<file path="src/rtl/game_sound_sequencer.sv">
// game_sound_sequencer: plays fixed WIN/LOSE/SCORED/HIT melodies on rising-edge triggers, timed by frame ticks.
module game_sound_sequencer #(
  parameter int NOTE_FRAMES = 12,
  parameter int HIT_FRAMES = 4
) (
  input  logic       clk,
  input  logic       resetN,
  input  logic       startOfFrame,
  input  logic       winPulse,
  input  logic       losePulse,
  input  logic       scoredPulse,
  input  logic       collisionPulse,
  output logic [3:0] tone,
  output logic       sound_en,
  output logic       busy,
  output logic [1:0] melody_id,
  output logic       done
);
  localparam logic [5:0] NOTE_DUR = 6'(NOTE_FRAMES);
  localparam logic [5:0] LONG_DUR = 6'(2 * NOTE_FRAMES);
  localparam logic [5:0] HIT_DUR = 6'(HIT_FRAMES);
  typedef enum logic [1:0] {S_IDLE, S_NOTE, S_GAP} state_t;
  state_t state, nextState;
  logic [1:0] melody, nextMelody, noteIdx, nextNoteIdx, trigId, lastIdx;
  logic [5:0] frameCnt, nextFrameCnt, noteDur;
  logic [3:0] inputs, prevIn, rise, noteTone;
  logic accept, nextDone, endOfNote;
  // bit position doubles as melody id and priority rank
  assign inputs = {losePulse, winPulse, scoredPulse, collisionPulse};
  assign rise = inputs & ~prevIn;
  assign trigId = rise[3] ? 2'd3 : rise[2] ? 2'd2 : rise[1] ? 2'd1 : 2'd0;
  assign accept = |rise && (state == S_IDLE || trigId >= melody);
  assign noteTone = melody == 2'd3 ? (noteIdx == 2'd0 ? 4'd7 : noteIdx == 2'd1 ? 4'd5 : 4'd3)
                  : melody == 2'd2 ? (noteIdx == 2'd0 ? 4'd8 : noteIdx == 2'd1 ? 4'd10 : noteIdx == 2'd2 ? 4'd12 : 4'd15)
                  : melody == 2'd1 ? (noteIdx == 2'd0 ? 4'd10 : 4'd13) : 4'd6;
  assign noteDur = melody == 2'd3 ? LONG_DUR : melody == 2'd0 ? HIT_DUR : NOTE_DUR;
  assign lastIdx = melody == 2'd3 ? 2'd2 : melody == 2'd2 ? 2'd3 : melody == 2'd1 ? 2'd1 : 2'd0;
  assign endOfNote = startOfFrame && state == S_NOTE && frameCnt == noteDur - 6'd1;
  always_comb begin
    nextState = state;
    nextMelody = melody;
    nextNoteIdx = noteIdx;
    nextFrameCnt = frameCnt;
    nextDone = 1'b0;
    if (accept) begin
      nextState = S_NOTE;
      nextMelody = trigId;
      nextNoteIdx = 2'd0;
      nextFrameCnt = 6'd0;
    end else if (startOfFrame && state == S_GAP) begin
      nextState = S_NOTE;
      nextNoteIdx = noteIdx + 2'd1;
      nextFrameCnt = 6'd0;
    end else if (endOfNote && noteIdx == lastIdx) begin
      nextState = S_IDLE;
      nextMelody = 2'd0;
      nextNoteIdx = 2'd0;
      nextFrameCnt = 6'd0;
      nextDone = 1'b1;
    end else if (endOfNote) begin
      nextState = S_GAP;
      nextFrameCnt = 6'd0;
    end else if (startOfFrame && state == S_NOTE) begin
      nextFrameCnt = frameCnt + 6'd1;
    end
  end
  always_ff @(posedge clk) begin
    if (!resetN) begin
      state <= S_IDLE;
      melody <= 2'd0;
      noteIdx <= 2'd0;
      frameCnt <= 6'd0;
      prevIn <= 4'd0;
      done <= 1'b0;
    end else begin
      state <= nextState;
      melody <= nextMelody;
      noteIdx <= nextNoteIdx;
      frameCnt <= nextFrameCnt;
      prevIn <= inputs;
      done <= nextDone;
    end
  end
  assign busy = state != S_IDLE;
  assign sound_en = state == S_NOTE;
  assign tone = busy ? noteTone : 4'd0;
  assign melody_id = busy ? melody : 2'd0;
endmodule

</file>
<file path="config.mk">
export PLATFORM = sky130hd
export DESIGN_NAME = game_sound_sequencer
export DESIGN_NICKNAME = d
export VERILOG_FILES = /design/src/rtl/game_sound_sequencer.sv
export SDC_FILE = /design/constraint.sdc
export NUM_CORES = 1
export LEC_CHECK = 0
export ABC_AREA = 0
export CAP_MARGIN = 20
export CELL_PAD_IN_SITES_DETAIL_PLACEMENT = 2
export CELL_PAD_IN_SITES_GLOBAL_PLACEMENT = 2
export CORE_ASPECT_RATIO = 0.5
export CORE_UTILIZATION = 35
export DETAILED_ROUTE_END_ITERATION = 16
export GPL_ROUTABILITY_DRIVEN = 1
export PLACE_DENSITY_LB_ADDON = 0.1
export SYNTH_ARGS = -nofsm -noshare
export SYNTH_HDL_FRONTEND = slang
export SYNTH_SLANG_ARGS = --single-unit
</file>
<file path="constraint.sdc">
create_clock -name clk -period 3.2 [get_ports clk]
set_input_delay 0.32 -clock clk [delete_from_list [all_inputs] [get_ports clk]]
set_output_delay 0.32 -clock clk [all_outputs]
set_load 0.05 [all_outputs]
</file>
[After elaboration in Yosys (flattened, before gate mapping)]
Index checks and enable logic that the tools add are counted.
Operators by class
  magnitude comparators: 1
  equality and inequality tests: 10
  bitwise logic cells: 3
  mux-type cells: 28
  add/sub/neg operators: 3
  reductions and logical operators: 19
Operators with widths (number)
  $mux W2: 10
  $mux W4: 5
  $mux W3: 5
  $eq A2 B2 Y1 const B: 4
  $reduce_or A4 Y1: 2
  $mux W1: 7
  $add A6 B1 Y6 const B: 1
  $eq A2 B1 Y1 const B: 3
  $eq A6 B6 Y1: 1
  $logic_not A2 Y1: 3
  $reduce_bool A2 Y1: 3
  $sub A5 B1 Y6 const B: 1
  $logic_and A1 B1 Y1: 5
  $mux W5: 1
  $reduce_or A5 Y1: 1
  $and A4 B4 Y4: 1
  $not A4 Y4: 1
  $reduce_bool A4 Y1: 1
  $reduce_or A3 Y1: 1
  $add A2 B1 Y2 const B: 1
  $eq A2 B2 Y1: 1
  $ge A2 B2 Y1: 1
  $ne A2 B2 Y1 const B: 1
  $reduce_and A2 Y1: 1
  3 further kinds: 3
Word-level totals
  input bits: 7
  output and inout bits: 9
  flip-flop bits (word level): 17

[Depth between registers and ports, before layout]
Gate-level depths: netlist of run 1.
  word-level depth: 10
  mapped depth: 7
  depth with buffers taken out: 7

[Least setup slack after synthesis of run 1]
OpenSTA, ideal clock, no wires.
  kind: register -> output
  from: register noteIdx[0]
  to: output tone[1]
  stages on the path, launching flop included: 6
  arrival: 2.091 ns
  setup slack: 0.789 ns
  path buffers: 0
  path through: dfxtp_1 -> inv_1 -> ha_1 -> o21ai_0 -> a21oi_1 -> a211oi_1
Between the ends
  longest elaborated chain between the ends: 7
Ends and longest elaborated chain
  start: declaration: line 24  | logic [1:0] melody, nextMelody, noteIdx, nextNoteIdx, trigId, lastIdx;
  start signal: assignment: line 78  | noteIdx <= nextNoteIdx;
  $eq A2 B2 Y1: line 34  | : melody == 2'd2 ? (noteIdx == 2'd0 ? 4'd8 : noteIdx == 2'd1 ? 4'd10 : noteIdx == 2'd2 ? 4'd12 : 4'd15)
  $mux W2: line 34
  $mux W3 (2 in a row): line 34
  $mux W4: line 34
  $mux W4 *: line 33  | assign noteTone = melody == 2'd3 ? (noteIdx == 2'd0 ? 4'd7 : noteIdx == 2'd1 ? 4'd5 : 4'd3)
  $mux W4 *: line 86  | assign tone = busy ? noteTone : 4'd0;
  end: declaration: line 13  | output logic [3:0] tone,
Every way passes the cells marked *; elsewhere a longest branch is shown, timed or not.

[Final worst setup path of run 1]
Same ends and word-level chain as after synthesis.

==> results of run 1 <==
[metrics by stage]
stage / std cells / util / area, µm² / hold WS (ns)
final: 184 / 0.4492 / 1361 / 0.5642
after detailed placement: 180 / 0.4339 / 1315 / 0.5515
after floorplan: 126 / - / 1120 / 0.4417
after CTS: 184 / 0.4492 / 1361 / 0.5658
after global routing: 184 / 0.4492 / 1361 / 0.5981
after global placement: 180 / 0.4339 / 1315 / 0.5266
[area by class of cell]
cell class,count,area (µm²),area share
flip-flops and latches,17,340.3,0.2500
inverters,8,30.03,0.02206
repair buffers,15,150.1,0.1103
clock buffers,3,41.29,0.03033
multi-input cells,100,744.5,0.5469
well taps,40,50.05,0.03676
clock inverters,1,5.005,0.003676
[tightest hold or removal path, delay by kind of cell (launching register included)]
family,cells,cell delay [ns]
compound gates,2,0.16
flops,1,0.36
[power groups by stage]
| stage | sequential [W] | combinational (W) | clock, W |
|---|---|---|---|
| finish | 0.000227 | 0.000182 | 0.000165 |
| global route | 0.000228 | 0.000199 | 0.000181 |
| CTS | 0.000228 | 0.000185 | 0.000168 |
| detailed placement | 0.000232 | 0.000184 | 0 |
| global placement | 0.000232 | 0.000179 | 0 |
| floorplan | 0.000230 | 0.000128 | 0 |
[metal layers]
layer	wire length [µm]	track usage
met3	76	0.05217
met4	35	0.05263
met2	1338	0.3223
met1	1478	0.2568
met5	0	0
[state kept, by name (all words and copies together), names as in the netlist]
register  flops
frameCnt      6
prevIn        4
melody        2
noteIdx       2
state         2
done          1
[cell usage after synthesis (2+ instances only)]
cell / count / share of area
nand2b_1: 3 / 0.017
nor3_1: 8 / 0.036
nand3_1: 2 / 0.0089
a21oi_1: 12 / 0.054
xnor2_1: 4 / 0.031
o21a_1: 2 / 0.013
nor2_1: 8 / 0.027
o221ai_1: 2 / 0.016
nand4b_1: 2 / 0.016
nand2_1: 9 / 0.030
nand3b_1: 2 / 0.013
mux2i_1: 2 / 0.018
inv_1: 8 / 0.027
ha_1: 11 / 0.12
and2b_2: 3 / 0.023
dfxtp_1: 17 / 0.30
o21ai_0: 5 / 0.022
o211ai_1: 4 / 0.027
and2_1: 4 / 0.022
[worst min-delay path by stage]
stage,startpoint,endpoint,cells after the start
2_1_floorplan,resetN,prevIn[0],1
3_3_place_gp,frameCnt[2],frameCnt[2],2
3_5_place_dp,melody[0],melody[0],2
4_1_cts,melody[0],melody[0],2
5_1_grt,frameCnt[2],frameCnt[2],2
6_report,melody[0],melody[0],2
[kinds of logic after synthesis]
| group | synth area share |
|---|---|
| buf+inv | 0.03128 |
| flops | 0.3039 |
| xor+xnor | 0.03910 |
| simple gates | 0.2503 |
| fa+ha+maj | 0.1229 |
| compound gates | 0.2346 |
| mux | 0.01788 |
==> flow_summary.ini, run 1 <==
[yosys]
async_flop_share = 0
ys_seq_elements = 17
synth_cell_types = 37
syn_area_um2 = 1120
netlist_instances = 126
syn-num-nets = 144
synth_ff_type = dfxtp_1
synth_seq_area_share = 0.3039
synth_edf_count = 0
avgSynthCellArea_um2 = 8.887
synth_warnings = 0

[clocking]
clock_sinks = 17
clock_tree.buffer_depth = 2
numCtsBuffers = 3
cts_setup_buffers = 0
ctsRootBufferMaster = clkbuf_8
cts_tree = done
clock_latency_ns = 0.26
htree_num_levels = 1
cts_resized = 0
ctsHoldBuffers = 0
clkTransAtPathRegs_ns = 0.07

[placement]
post-dp-hpwl_um = 2295
numPortBuffers = 15
gp_congestion = 0.7190
place_ws_ns = 0.4923

[worst_setup_path]
max_stage_delay_ns = 0.84
arrival_ns = 2.32
cp.required_ns = 2.88
r2r_slack_ns = 0.99
cp-start-kind = flop
cp_cell_sequence = inv_1 > ha_1 > o21ai_0 > a21oi_1 > a211oi_1 > clkdlybuf4s50_1
ff2ff_path_depth = 7
crit_slowest_cell = clkdlybuf4s50_1
rr_endpoint = frameCnt[0]
reg2reg_from = prevIn[1]
crit_type = reg -> out
path_depth = 6
cp_top_family = buffers and inverters
end_kind = primary output
cp_max_fo = 5
crit_buf_inv = 2
critPathCapture = tone[1]
critPathLaunch = noteIdx[0]

[min_path]
min_path_type = reg -> reg

[global_route]
grt_max_degree = 11
antenna_found_initial = 0
overflow = 0
grt_pass1_wl_um = 4968
grt_util_all_layers = 0.1971
grt_pass1_vias = 1035

[sta]
min_period_over_period = 0.8247
finalMaxSlewViolations = 0
final_hold_viol_count = 0
max_freq_mhz = 378.9
tightest_slew_ns = 0.6368
setup_viol = 0
fin_ws_ns = 0.5609
skew_ns = 0.001069
grt_setup_unrepaired = false
min_period_ns = 2.639
tns_ns = 0
max-slew-margin-rel = 0.5710

[finish]
fillers = 339
diodes = 0
layout.nets = 163
areaGrowthSynthToFinish_pct = 21.56
final_cell_mix = dfxtp_1 (17), clkdlybuf4s50_1 (15), a21oi_1 (12)
final_common_cell = dfxtp_1
drive_gt1_frac = 0.1042

[floorplan]
ios = 16
initial_core_util = 0.3695
die_h_um = 42.00
rows = 14
die_w_um = 82.00
core_um2 = 3030
die_area_um2 = 3443

[run]
maxCapViolCount = 0

[power_and_ir_drop]
p_clk_frac = 0.287
p_int_w = 0.0003726
p_leak_nw = 0.4905
p_sw_w = 0.0002019
peakVddDrop_uv = 217.4
power_w = 0.0005745
p_sw_frac = 0.3514
powerDensity_nw_per_um2 = 422.0
seqPwrFrac = 0.396
comb_power_share = 0.318

[routing]
dr_total_vias = 997
post_drt_wl_per_cell_um = 15.91
viasPerCell = 5.418
drcViolationCount = 0
first_iter_violations = 37
final_antenna_net_count = 0
dr.pass1.iters = 4
drt_wl_total_um = 2928

[outcome]
status = complete, no violations
No activity file was read; power rests on OpenSTA's default activity.
==> inputs of run 2 (changes only) <==
--- a/config.mk
+++ b/config.mk
@@ -10,7 +10,7 @@
 export CELL_PAD_IN_SITES_DETAIL_PLACEMENT = 2
 export CELL_PAD_IN_SITES_GLOBAL_PLACEMENT = 2
 export CORE_ASPECT_RATIO = 0.5
-export CORE_UTILIZATION = 35
+export CORE_UTILIZATION = 29
 export DETAILED_ROUTE_END_ITERATION = 16
 export GPL_ROUTABILITY_DRIVEN = 1
 export PLACE_DENSITY_LB_ADDON = 0.1
==> constraint.sdc (replaced) <==
create_clock -name clk -period 2.4 [get_ports clk]
set_input_delay 0.24 -clock clk [delete_from_list [all_inputs] [get_ports clk]]
set_output_delay 0.24 -clock clk [all_outputs]
set_load 0.05 [all_outputs]
==> flow_summary.ini, run 2 (synthesis gave the netlist of run 1 again) <==
[sta]
setup_viol = 0
final_hold_viol_count = 0
min_period_ns = 2.227
skew_ns = 0.003879
fin_ws_ns = 0.1733
finalMaxSlewViolations = 0
tightest_slew_ns = 0.5165
grt_setup_unrepaired = false
max_freq_mhz = 449.1
max-slew-margin-rel = 0.6557
min_period_over_period = 0.9278

[worst_setup_path]
crit_slowest_cell = clkdlybuf4s50_1
cp_top_family = simple AND/OR/NAND/NOR gates
max_stage_delay_ns = 0.41
ff2ff_path_depth = 8
cp.required_ns = 2.57
r2r_slack_ns = 0.26
cp-start-kind = primary input
reg2reg_from = prevIn[1]
crit_type = in -> reg
arrival_ns = 2.40
cp_max_fo = 7
crit_buf_inv = 2
cp_cell_sequence = clkdlybuf4s50_1 > and2b_2 > a21oi_1 > ha_1 > or2b_1 > a211oi_4 > buf_4 > o211ai_4 > nor3_1
end_kind = flop
rr_endpoint = frameCnt[5]

[power_and_ir_drop]
power_w = 0.0007736
comb_power_share = 0.328
peakVddDrop_uv = 232.6
p_sw_w = 0.0002666
powerDensity_nw_per_um2 = 555.0
p_int_w = 0.0005070
p_clk_frac = 0.280
seqPwrFrac = 0.392
p_sw_frac = 0.3446
p_leak_nw = 0.5141

[placement]
post-dp-hpwl_um = 2349
gp_congestion = 0.7064
numPortBuffers = 15
place_ws_ns = -0.08505

[finish]
fillers = 410
largestRegisters = frameCnt: 6 flops, prevIn: 4 flops
areaGrowthSynthToFinish_pct = 24.47
final_cell_mix = dfxtp_1 (17), a21oi_1 (12), ha_1 (11), clkdlybuf4s50_1 (11), nand2_1 (9)
drive_gt1_frac = 0.1486
seq_area_um2 = 340.3
largest_reg_flops = 6
final_common_cell = dfxtp_1
diodes = 0
top_register = frameCnt
layout.nets = 167
multiInputGateArea_um2 = 744.5

[clocking]
clock_tree.buffer_depth = 2
ctsHoldBuffers = 0
numCtsBuffers = 3
clock_sinks = 17
cts_setup_buffers = 0
htree_num_levels = 1
cts_resized = 0
clock_latency_ns = 0.25
cts_tree = done
ctsRootBufferMaster = clkbuf_8
clkTransAtPathRegs_ns = 0.06

[routing]
first_iter_violations = 37
post_drt_wl_per_cell_um = 14.49
dr_total_vias = 993
drcViolationCount = 0
dr.pass1.iters = 4
drt_wl_total_um = 2884
final_antenna_net_count = 0
viasPerCell = 4.990

[global_route]
antenna_found_initial = 0
grt_pass1_wl_um = 4919
overflow = 0
grt_util_all_layers = 0.1584
grt_pass1_vias = 995
grt_max_degree = 10

[min_path]
worstHoldEndpoint = frameCnt[4]
hold_start = frameCnt[4]
whs_path_depth = 2
min_path_type = reg -> reg

[outcome]
status = complete, no violations

[run]
maxCapViolCount = 0

[floorplan]
core_um2 = 3566
initial_core_util = 0.3140
ios = 16
die_w_um = 89.88
die_h_um = 45.94
rows = 15
die_area_um2 = 4129
-- run 2: per-layer routing --
| layer | routed length (µm) | global-route usage |
|---|---|---|
| met2 | 1304 | 0.2892 |
| met3 | 79 | 0.04000 |
| met4 | 10 | 0.01935 |
| met5 | 0 | 0 |
| met1 | 1490 | 0.2004 |
-- run 2: worst max-delay path by stage --
stage                            from          end  slack, ns  cells after the start
after floorplan            noteIdx[0]      tone[1]       0.07                      5
after global placement    scoredPulse  frameCnt[1]      0.006                      9
after detailed placement  scoredPulse  frameCnt[3]      -0.09                      9
after CTS                 scoredPulse  frameCnt[3]       0.18                      9
after global routing      scoredPulse  frameCnt[3]       0.09                      9
final                     scoredPulse  frameCnt[5]       0.17                      9
-- run 2: cell type report --
cell class / instances / share of cell area
multi-input cells: 100 / 0.5341
flip-flops and latches: 17 / 0.2442
repair buffers: 19 / 0.1221
well taps: 51 / 0.04578
clock buffers: 4 / 0.03232
inverters: 8 / 0.02154
-- run 2: per-stage QoR --
step	hold slack (ns)	instances	instance area, µm²	setup TNS, ns	util
2_1_floorplan	0.3617	126	1120	0	-
3_3_place_gp	0.5317	195	1349	0	0.3782
3_5_place_dp	0.5392	195	1349	-0.4346	0.3782
4_1_cts	0.5486	199	1394	0	0.3909
5_1_grt	0.5762	199	1394	0	0.3909
6_report	0.5529	199	1394	0	0.3909
-- run 2: worst min-delay path, cell delays in order, from the launching register on --
cell and delay (ns):
dfxtp_1 0.35, nand2_1 0.07, a31oi_1 0.07
-- run 2: power by group through the flow --
| stage | Combinational (W) | Clock, W | Sequential, W |
|---|---|---|---|
| after floorplan | 0.000171 | 0 | 0.000307 |
| after CTS | 0.000258 | 0.000222 | 0.000303 |
| after global routing | 0.000276 | 0.000239 | 0.000305 |
| final | 0.000254 | 0.000216 | 0.000303 |
| after detailed placement | 0.000257 | 0 | 0.000310 |
| after global placement | 0.000250 | 0 | 0.000309 |
==> inputs of run 3 (changes only) <==
--- a/config.mk
+++ b/config.mk
@@ -11,8 +11,10 @@
 export CELL_PAD_IN_SITES_GLOBAL_PLACEMENT = 2
 export CORE_ASPECT_RATIO = 0.5
 export CORE_UTILIZATION = 29
+export CTS_CLUSTER_DIAMETER = 80
 export DETAILED_ROUTE_END_ITERATION = 16
 export GPL_ROUTABILITY_DRIVEN = 1
+export GPL_TIMING_DRIVEN = 0
 export PLACE_DENSITY_LB_ADDON = 0.1
 export SYNTH_ARGS = -nofsm -noshare
 export SYNTH_HDL_FRONTEND = slang
==> flow_summary.ini, run 3 (synthesis gave the netlist of run 1 again) <==
[placement]
numPortBuffers = 15
place_area_um2 = 1334
post-dp-hpwl_um = 2229
gp_congestion = 0.7093

[global_route]
grt_max_degree = 11
grt_util_all_layers = 0.1540
antenna_found_initial = 0
overflow = 0
grt_pass1_wl_um = 4719
grt_pass1_vias = 967

[worst_setup_path]
crit_buf_inv = 2
cp_max_fo = 6
r2r_slack_ns = 0.32
cp-start-kind = flop
cp_cell_sequence = inv_1 > ha_1 > nor2_1 > nand2_1 > a21oi_1 > dlygate4sd2_1
cp_top_family = buffers and inverters
arrival_ns = 1.96
cp.required_ns = 2.16
crit_slowest_cell = dlygate4sd2_1
max_stage_delay_ns = 0.54
end_kind = primary output
crit_type = reg -> out

[sta]
fin_hold_ws_ns = 0.5474
setup_viol = 0
max-slew-margin-rel = 0.5740
finalMaxSlewViolations = 0
max_freq_mhz = 454.7
min_period_ns = 2.199
skew_ns = 0.004856
tightest_slew_ns = 0.6323
final_hold_viol_count = 0
min_period_over_period = 0.9163

[floorplan]
rows = 15
die_h_um = 45.94
initial_core_util = 0.3140
die_w_um = 89.88
die_area_um2 = 4129
ios = 16
core_um2 = 3566

[clocking]
ctsRootBufferMaster = clkbuf_8
numCtsBuffers = 3
clock_tree.buffer_depth = 2
clock_sinks = 17
clock_latency_ns = 0.26
cts_tree = done
ctsHoldBuffers = 0
clkTransAtPathRegs_ns = 0.07
htree_num_levels = 1

[power_and_ir_drop]
p_leak_nw = 0.5107
powerDensity_nw_per_um2 = 554.2
peakVddDrop_uv = 179.0
power_w = 0.0007620

[finish]
final_area_um2 = 1375
final_cell_mix = dfxtp_1 (17), a21oi_1 (12), ha_1 (11), clkdlybuf4s50_1 (11), nand2_1 (9)
final_util = 0.3856
areaGrowthSynthToFinish_pct = 22.79
final_common_cell = dfxtp_1
top_register = frameCnt
diodes = 0
fillers = 412
drive_gt1_frac = 0.1301
layout.nets = 165
largestRegisters = frameCnt: 6 flops, prevIn: 4 flops
largest_reg_flops = 6

[routing]
drcViolationCount = 0
dr.pass1.iters = 4
first_iter_violations = 25
post_drt_wl_per_cell_um = 14.38
dr_total_vias = 974
drt_wl_total_um = 2832
viasPerCell = 4.944
final_antenna_net_count = 0

[outcome]
status = complete, no violations

[min_path]
min_path_type = reg -> reg

[run]
maxCapViolCount = 0
-- run 3: final timing paths --
| path | end | start | cells past startpoint |
|---|---|---|---|
| max | tone[0] | melody[0] | 6 |
| min | frameCnt[5] | frameCnt[5] | 2 |
| max reg2reg | frameCnt[3] | prevIn[1] | 8 |
| min reg2reg | frameCnt[5] | frameCnt[5] | 2 |
-- run 3: routing by layer --
layer	share of wire	global-route usage	wire length [µm]
met5	0	0	0
met4	0.0095	0.04839	27
met3	0.027	0.03500	77
met2	0.43	0.2600	1215
met1	0.53	0.2016	1512
-- run 3: layout make-up --
| type | count | area (µm²) | area share |
|---|---|---|---|
| flip-flops and latches | 17 | 340.3 | 0.2475 |
| well taps | 51 | 63.81 | 0.04641 |
| multi-input cells | 100 | 744.5 | 0.5414 |
| repair buffers | 16 | 145.1 | 0.1056 |
| clock inverters | 1 | 5.005 | 0.003640 |
| plain buffers | 1 | 5.005 | 0.003640 |
| clock buffers | 3 | 41.29 | 0.03003 |
| inverters | 8 | 30.03 | 0.02184 |
-- run 3: report_power, final --
group	internal [W]	switching, W	leakage [nW]
clock network	0.000115	0.000105	0.0255
registers	0.000292	0.0000109	0.139
logic	0.0000843	0.000154	0.346
total	0.000492	0.000270	0.511
-- run 3: what timing repair did --
action,4_1_cts,5_1_grt
resized for setup,4,5
endpoints found under the setup margin,4,10
pin swaps,0,1
buffers inserted,0,1
-- run 3: tightest hold or removal path, stage by stage, from the launching register on --
cell and delay [ns]:
dfxtp_1 0.35, xnor2_1 0.12, nor3_1 0.04
-- run 3: per-stage QoR --
step | TNS (ns) | setup slack [ns] | instances
finish | 0 | 0.2009 | 197
CTS | 0 | 0.05733 | 196
detailed placement | -1.901 | -0.2118 | 192
floorplan | 0 | 0.06874 | 126
global route | -0.004341 | -0.004341 | 197
global placement | -1.273 | -0.1601 | 192
